File: config.mk
export PLATFORM = sky130hd
export DESIGN_NAME = multicycle_seq_ctrl
export DESIGN_NICKNAME = d
export VERILOG_FILES = /design/src/rtl/rv_ctrl_pkg.sv /design/src/rtl/multicycle_seq_ctrl_ack_timeout_cnt.sv /design/src/rtl/multicycle_seq_ctrl.sv
export SDC_FILE = /design/constraint.sdc
export NUM_CORES = 1
export LEC_CHECK = 0
export BUFFER_PORTS_ARGS = -buffer_cell sky130_fd_sc_hd__buf_2
export CAP_MARGIN = 20
export CORE_ASPECT_RATIO = 2
export CORE_MARGIN = 1.5
export CORE_UTILIZATION = 30
export DETAILED_ROUTE_END_ITERATION = 16
export SYNTH_ARGS = -nofsm -noshare
export SYNTH_HDL_FRONTEND = slang
export SYNTH_SLANG_ARGS = --single-unit
File: constraint.sdc
create_clock -name clk -period 6.9 [get_ports clk]
set_input_delay 1.035 -clock clk [delete_from_list [all_inputs] [get_ports clk]]
set_output_delay 1.035 -clock clk [all_outputs]
set_load 0.05 [all_outputs]
File: src/rtl/rv_ctrl_pkg.sv
// Shared definitions for the multi-cycle RV32 sequencer: opcode constants,
// FSM state encoding and the instruction class produced by decode.
package rv_ctrl_pkg;

    localparam logic [6:0] OP_R      = 7'b0110011;
    localparam logic [6:0] OP_I      = 7'b0010011;
    localparam logic [6:0] OP_LOAD   = 7'b0000011;
    localparam logic [6:0] OP_STORE  = 7'b0100011;
    localparam logic [6:0] OP_BRANCH = 7'b1100011;

    typedef enum logic [2:0] {
        ST_FETCH,
        ST_DECODE,
        ST_EXEC,
        ST_MEM,
        ST_WB,
        ST_TRAP
    } state_t;

    typedef enum logic [2:0] {
        CLS_R,
        CLS_I,
        CLS_LOAD,
        CLS_STORE,
        CLS_BRANCH,
        CLS_ILLEGAL
    } instr_class_t;

    // Map the major opcode field onto the instruction class.
    function automatic instr_class_t classify(input logic [6:0] opcode);
        case (opcode)
            OP_R:      classify = CLS_R;
            OP_I:      classify = CLS_I;
            OP_LOAD:   classify = CLS_LOAD;
            OP_STORE:  classify = CLS_STORE;
            OP_BRANCH: classify = CLS_BRANCH;
            default:   classify = CLS_ILLEGAL;
        endcase
    endfunction

endpackage

File: src/rtl/multicycle_seq_ctrl_ack_timeout_cnt.sv
// Wait-cycle counter for memory handshakes. Counts cycles where a request is
// outstanding and not acked; flags expiry on the MEM_TIMEOUT-th such cycle.
module ack_timeout_cnt #(
    parameter int MEM_TIMEOUT = 16,
    parameter int CNT_W       = 5
) (
    input  logic clk,
    input  logic reset,
    input  logic clear,
    input  logic enable,
    output logic expired
);

    logic [CNT_W-1:0] count;

    // Count un-acked waiting cycles; cleared whenever no handshake is pending.
    always_ff @(posedge clk) begin
        // NOTE: registers are updated with <= so every flop samples pre-edge values.
        if (reset || clear) begin
            count <= '0;
        end else if (enable) begin
            count <= count + 1'b1;
        end
    end

    // An ack in the final allowed cycle clears enable, so the ack wins.
    assign expired = enable && (count == CNT_W'(MEM_TIMEOUT - 1));

endmodule

File: src/rtl/multicycle_seq_ctrl.sv
// Multi-cycle sequencer: fetches into IR over a req/ack handshake, walks each
// instruction through DECODE/EXEC/MEM/WB, and owns PC and the retired count.
module multicycle_seq_ctrl
    import rv_ctrl_pkg::*;
#(
    parameter logic [31:0] RESET_PC    = 32'h0000_0000,
    parameter int          MEM_TIMEOUT = 16,
    parameter int          CNT_W       = 5
) (
    input  logic        clk,
    input  logic        reset,
    output logic        imem_req,
    output logic [31:0] imem_addr,
    input  logic        imem_ack,
    input  logic [31:0] imem_rdata,
    output logic        dmem_req,
    output logic        dmem_we,
    input  logic        dmem_ack,
    input  logic        jump_flag,
    input  logic [31:0] br_offset,
    output logic [31:0] ir,
    output logic [31:0] pc,
    output logic        regwrite_en,
    output logic        wb_sel,
    output logic        trap,
    output logic [31:0] retired
);

    state_t       state;
    instr_class_t cls;
    instr_class_t decoded_cls;
    logic         br_taken;
    logic [31:0]  br_off;
    logic         tmo_clear;
    logic         tmo_enable;
    logic         tmo_expired;

    assign imem_addr   = pc;
    assign decoded_cls = classify(ir[6:0]);

    // Only FETCH and MEM wait on an ack; any other state keeps the counter at zero,
    // so it starts clean on every entry to a waiting state.
    assign tmo_clear  = (state != ST_FETCH) && (state != ST_MEM);
    assign tmo_enable = ((state == ST_FETCH) && imem_req && !imem_ack) ||
                        ((state == ST_MEM)   && dmem_req && !dmem_ack);

    ack_timeout_cnt #(
        .MEM_TIMEOUT (MEM_TIMEOUT),
        .CNT_W       (CNT_W)
    ) u_timeout (
        .clk     (clk),
        .reset   (reset),
        .clear   (tmo_clear),
        .enable  (tmo_enable),
        .expired (tmo_expired)
    );

    // Sequencer FSM with registered handshake, strobe and architectural state.
    always_ff @(posedge clk) begin
        if (reset) begin
            state       <= ST_FETCH;
            cls         <= CLS_R;
            pc          <= RESET_PC;
            ir          <= '0;
            retired     <= '0;
            imem_req    <= 1'b0;
            dmem_req    <= 1'b0;
            dmem_we     <= 1'b0;
            regwrite_en <= 1'b0;
            wb_sel      <= 1'b0;
            trap        <= 1'b0;
            br_taken    <= 1'b0;
            br_off      <= '0;
        end else begin
            case (state)
                ST_FETCH: begin
                    // Right after reset the request is still low; raise it first
                    // so any stray ack from before reset is ignored.
                    if (!imem_req) begin
                        imem_req <= 1'b1;
                    end else if (imem_ack) begin
                        ir       <= imem_rdata;
                        imem_req <= 1'b0;
                        state    <= ST_DECODE;
                    end else if (tmo_expired) begin
                        imem_req <= 1'b0;
                        trap     <= 1'b1;
                        state    <= ST_TRAP;
                    end
                end
                ST_DECODE: begin
                    cls <= decoded_cls;
                    if (decoded_cls == CLS_ILLEGAL) begin
                        trap  <= 1'b1;
                        state <= ST_TRAP;
                    end else begin
                        state <= ST_EXEC;
                    end
                end
                ST_EXEC: begin
                    br_taken <= (cls == CLS_BRANCH) && jump_flag;
                    br_off   <= br_offset;
                    if ((cls == CLS_LOAD) || (cls == CLS_STORE)) begin
                        dmem_req <= 1'b1;
                        dmem_we  <= (cls == CLS_STORE);
                        state    <= ST_MEM;
                    end else begin
                        regwrite_en <= (cls == CLS_R) || (cls == CLS_I);
                        wb_sel      <= 1'b0;
                        state       <= ST_WB;
                    end
                end
                ST_MEM: begin
                    if (dmem_ack) begin
                        dmem_req    <= 1'b0;
                        dmem_we     <= 1'b0;
                        regwrite_en <= (cls == CLS_LOAD);
                        wb_sel      <= (cls == CLS_LOAD);
                        state       <= ST_WB;
                    end else if (tmo_expired) begin
                        dmem_req <= 1'b0;
                        dmem_we  <= 1'b0;
                        trap     <= 1'b1;
                        state    <= ST_TRAP;
                    end
                end
                ST_WB: begin
                    regwrite_en <= 1'b0;
                    wb_sel      <= 1'b0;
                    pc          <= br_taken ? (pc + br_off) : (pc + 32'd4);
                    retired     <= retired + 32'd1;
                    imem_req    <= 1'b1;
                    state       <= ST_FETCH;
                end
                ST_TRAP: begin
                    imem_req <= 1'b0;
                    dmem_req <= 1'b0;
                    dmem_we  <= 1'b0;
                    trap     <= 1'b1;
                end
                default: begin
                    imem_req <= 1'b0;
                    dmem_req <= 1'b0;
                    dmem_we  <= 1'b0;
                    trap     <= 1'b1;
                    state    <= ST_TRAP;
                end
            endcase
        end
    end

endmodule
==> run_results.csv <==
group,metric,value,unit
status,status,"complete, no violations",
worst_setup_path,cp-start-kind,"flip-flop",
worst_setup_path,cp_data_arrival_time,3.32,ns
die,die_w,122,um
timing,slew_violations,0,
layout,drive_above_1_share,0.212,
die,die-area,29500,sq um
logic_synthesis,ys_seq_area_frac,0.343,
worst_setup_path,worstReg2RegStart,"state[1]",
timing,hold_viol_final,0,
logic_synthesis,avgSynthCellArea,7.77,sq um
global_routing,antenna_found_initial,1,
place,dpl.cell_count,1576,
min_path,min-delay-start,"ir[12]",
layout,fillers,3018,
layout,final_cells,1608,
logic_synthesis,syn_nets,1202,
clock_tree,ctsHoldBuffers,0,
layout,antenna_cells,0,
layout,nets,1346,
logic_synthesis,async_flop_share,0,
logic_synthesis,synth_cells,1097,
die,rows,87,
global_routing,grt_overflow_total,0,
layout,regArea,2920,sq um
clock_tree,postCtsSetupBuffers,0,
clock_tree,clockBufferDepth,2,
drt,drt_iter0_drc,389,
drt,vias,8327,
clock_tree,ctsResizeCount,0,
worst_setup_path,path_class,"flip-flop to flip-flop",
clock_tree,cts-buffers-inserted,17,
logic_synthesis,synth_edf_count,0,
logic_synthesis,synth_area,8520,sq um
timing,maxSlewHeadroom,0.279,
timing,setup_viol,0,
timing,fin_worst_skew,0.00731,ns
drt,drt_pass1_iterations,4,
drt,routedWlPerCell,17.1,um
place,dp_hpwl,20.2,mm
die,die_y,241,um
die,initial_core_util,0.303,
drt,final_antenna_net_count,0,
global_routing,grt_pass1_vias,8071,
die,io_pins,203,
layout,syn_to_final_growth,20.3,%
global_routing,grt_pass1_wl,42.3,mm
clock_tree,htreeDepth,4,
clock_tree,clockRootBuffer,"clkbuf_16",
logic_synthesis,synth_warnings,0,
timing,fmax,339,MHz
logic_synthesis,ys.flop_type,"dfxtp_1",
die,design.core.area,28100,sq um
timing,worstMarginPinSlew,1.08,ns
clock_tree,clkTransAtPathRegs,0.07,ns
clock_tree,cts_sinks,146,
timing,rsz0062_at_grt,"no",
layout,multiInputGateArea,5100,sq um
clock_tree,cts_tree,"built",
clock_tree,clk_latency,0.45,ns
place,io_buffers,202,
logic_synthesis,yosysUniqueCellTypes,76,
logic_synthesis,ys_ff_latch,146,
timing,tns,0,ns
power_and_ir_drop,ir_drop,154,uV
worst_setup_path,crit_path_end_kind,"flip-flop",
place,gp_congestion,0.899,
worst_setup_path,crit_fanout,24,
drt,post_drt_via_cell_ratio,5.18,
global_routing,grt_max_degree,88,
timing,period_needed,2.95,ns
power_and_ir_drop,power_leakage,4.40,nW
power_and_ir_drop,pwr_density_cell,213,nW/um^2
flow_run,maxCapViolations,0,
drt,route.detailed.drc,0,
worst_setup_path,crit_path_start,"state[1]",
min_path,hold_class,"flip-flop to flip-flop",
drt,drt_wl_total,27.4,mm
timing,final.period_utilization,0.427,
worst_setup_path,critPathRequiredTime,7.27,ns
global_routing,grt_usage,0.187,
## worst max-delay path: stages (launching register included)
cell and delay, ns:
dfxtp_1 0.85, nand3b_1 0.40, o32ai_2 0.62, nand2_1 0.25
a21boi_0 0.22, o22ai_1 0.14, nand3b_1 0.21, a21oi_1 0.17
## logic make-up (layout without fill, tap and decap cells)
group | Yosys count | count (layout) | share of synthesized area
AOI/OAI and AO/OA | 291 | 291 | 0.219
xor gates and xnor gates | 47 | 47 | 0.0483
adders and majority gates | 36 | 36 | 0.0537
buffers and inverters | 102 | 257 | 0.0605
DFF | 146 | 146 | 0.343
muxes | 18 | 18 | 0.0219
and+or+nand+nor | 457 | 457 | 0.254
## cells in the mapped netlist (20+ instances only)
cell | count | area [sq um]
nor2_1 | 106 | 398
dfxtp_1 | 146 | 2920
nand3_1 | 30 | 150
clkbuf_1 | 45 | 169
nor3_1 | 23 | 115
ha_1 | 35 | 438
buf_4 | 32 | 240
xor2_1 | 27 | 236
xnor2_1 | 20 | 175
a21oi_1 | 126 | 631
o21ai_0 | 38 | 190
nand2_1 | 198 | 743
## final cells by class
| cell class | count | area share |
|---|---|---|
| multi-input combinational | 849 | 0.497 |
| sequential | 146 | 0.285 |
| timing repair buffer | 210 | 0.109 |
| tap | 356 | 0.0434 |
| clock buffer | 18 | 0.0419 |
| clock inverter | 12 | 0.0177 |
| inverter | 17 | 0.00622 |
## routing by layer
layer	vias to the layer above	track usage	wire length [um]
li1	4154	-	-
met1	3898	0.175	9570
met2	204	0.374	15600
met3	69	0.0374	1030
met4	2	0.0951	1190
met5	-	0	10
## registers in the layout, summed over array words and instances, names as in the netlist, 3 cells and up
signal and flops:
br_off 32, cls 3, imem_addr 32, ir 32, retired 32, state 3
u_timeout.count 5
## layout by cell type, fill, tap and decap left out, drive strengths merged, types with 5 or more instances in the layout
master,n
ha,35
inv,20
dfxtp,146
xor2,27
a211o,5
nand4,16
nor2,106
o21ai,38
nand3,31
o211ai,7
a221oi,8
and4,6
mux2i,13
a21boi,5
and3,17
o21bai,5
a21o,19
a22oi,10
a21oi,126
nor3,23
xnor2,20
a2111oi,5
nand2b,6
and2,8
o21a,10
nand3b,9
nor4,7
a211oi,17
buf,210
nor2b,5
or3,11
clkbuf,18
nand2,199
mux2,5
## stage by stage
step / util / worst slack, ns / area, sq um / hold slack, ns / total power [mW]
global placement: 0.341 / 3.93 / 9590 / 0.433 / 1.19
detailed placement: 0.341 / 3.92 / 9590 / 0.443 / 1.19
finish: 0.365 / 3.95 / 10300 / 0.450 / 2.18
CTS: 0.363 / 3.99 / 10200 / 0.452 / 2.20
global route: 0.365 / 3.63 / 10300 / 0.474 / 2.26
floorplan: - / 3.99 / 8520 / 0.440 / 1.12
## report_power, final
group          leakage (nW)  internal [mW]  total [mW]  switching, mW
sequential             1.18          0.866       0.901         0.0344
clock                 0.297          0.604        1.00          0.399
combinational          2.92         0.0834       0.278          0.195
total                  4.40           1.55        2.18          0.628
## path summary, 6_finish.rpt
| path | cells after the start | slack [ns] | end |
|---|---|---|---|
| min reg2reg | 2 | 0.45 | ir[12] |
| max reg2reg | 7 | 3.95 | dmem_we |
| min | 2 | 0.45 | ir[12] |
| max | 7 | 3.95 | dmem_we |
Note: power is estimated with default switching activity, not from simulation.
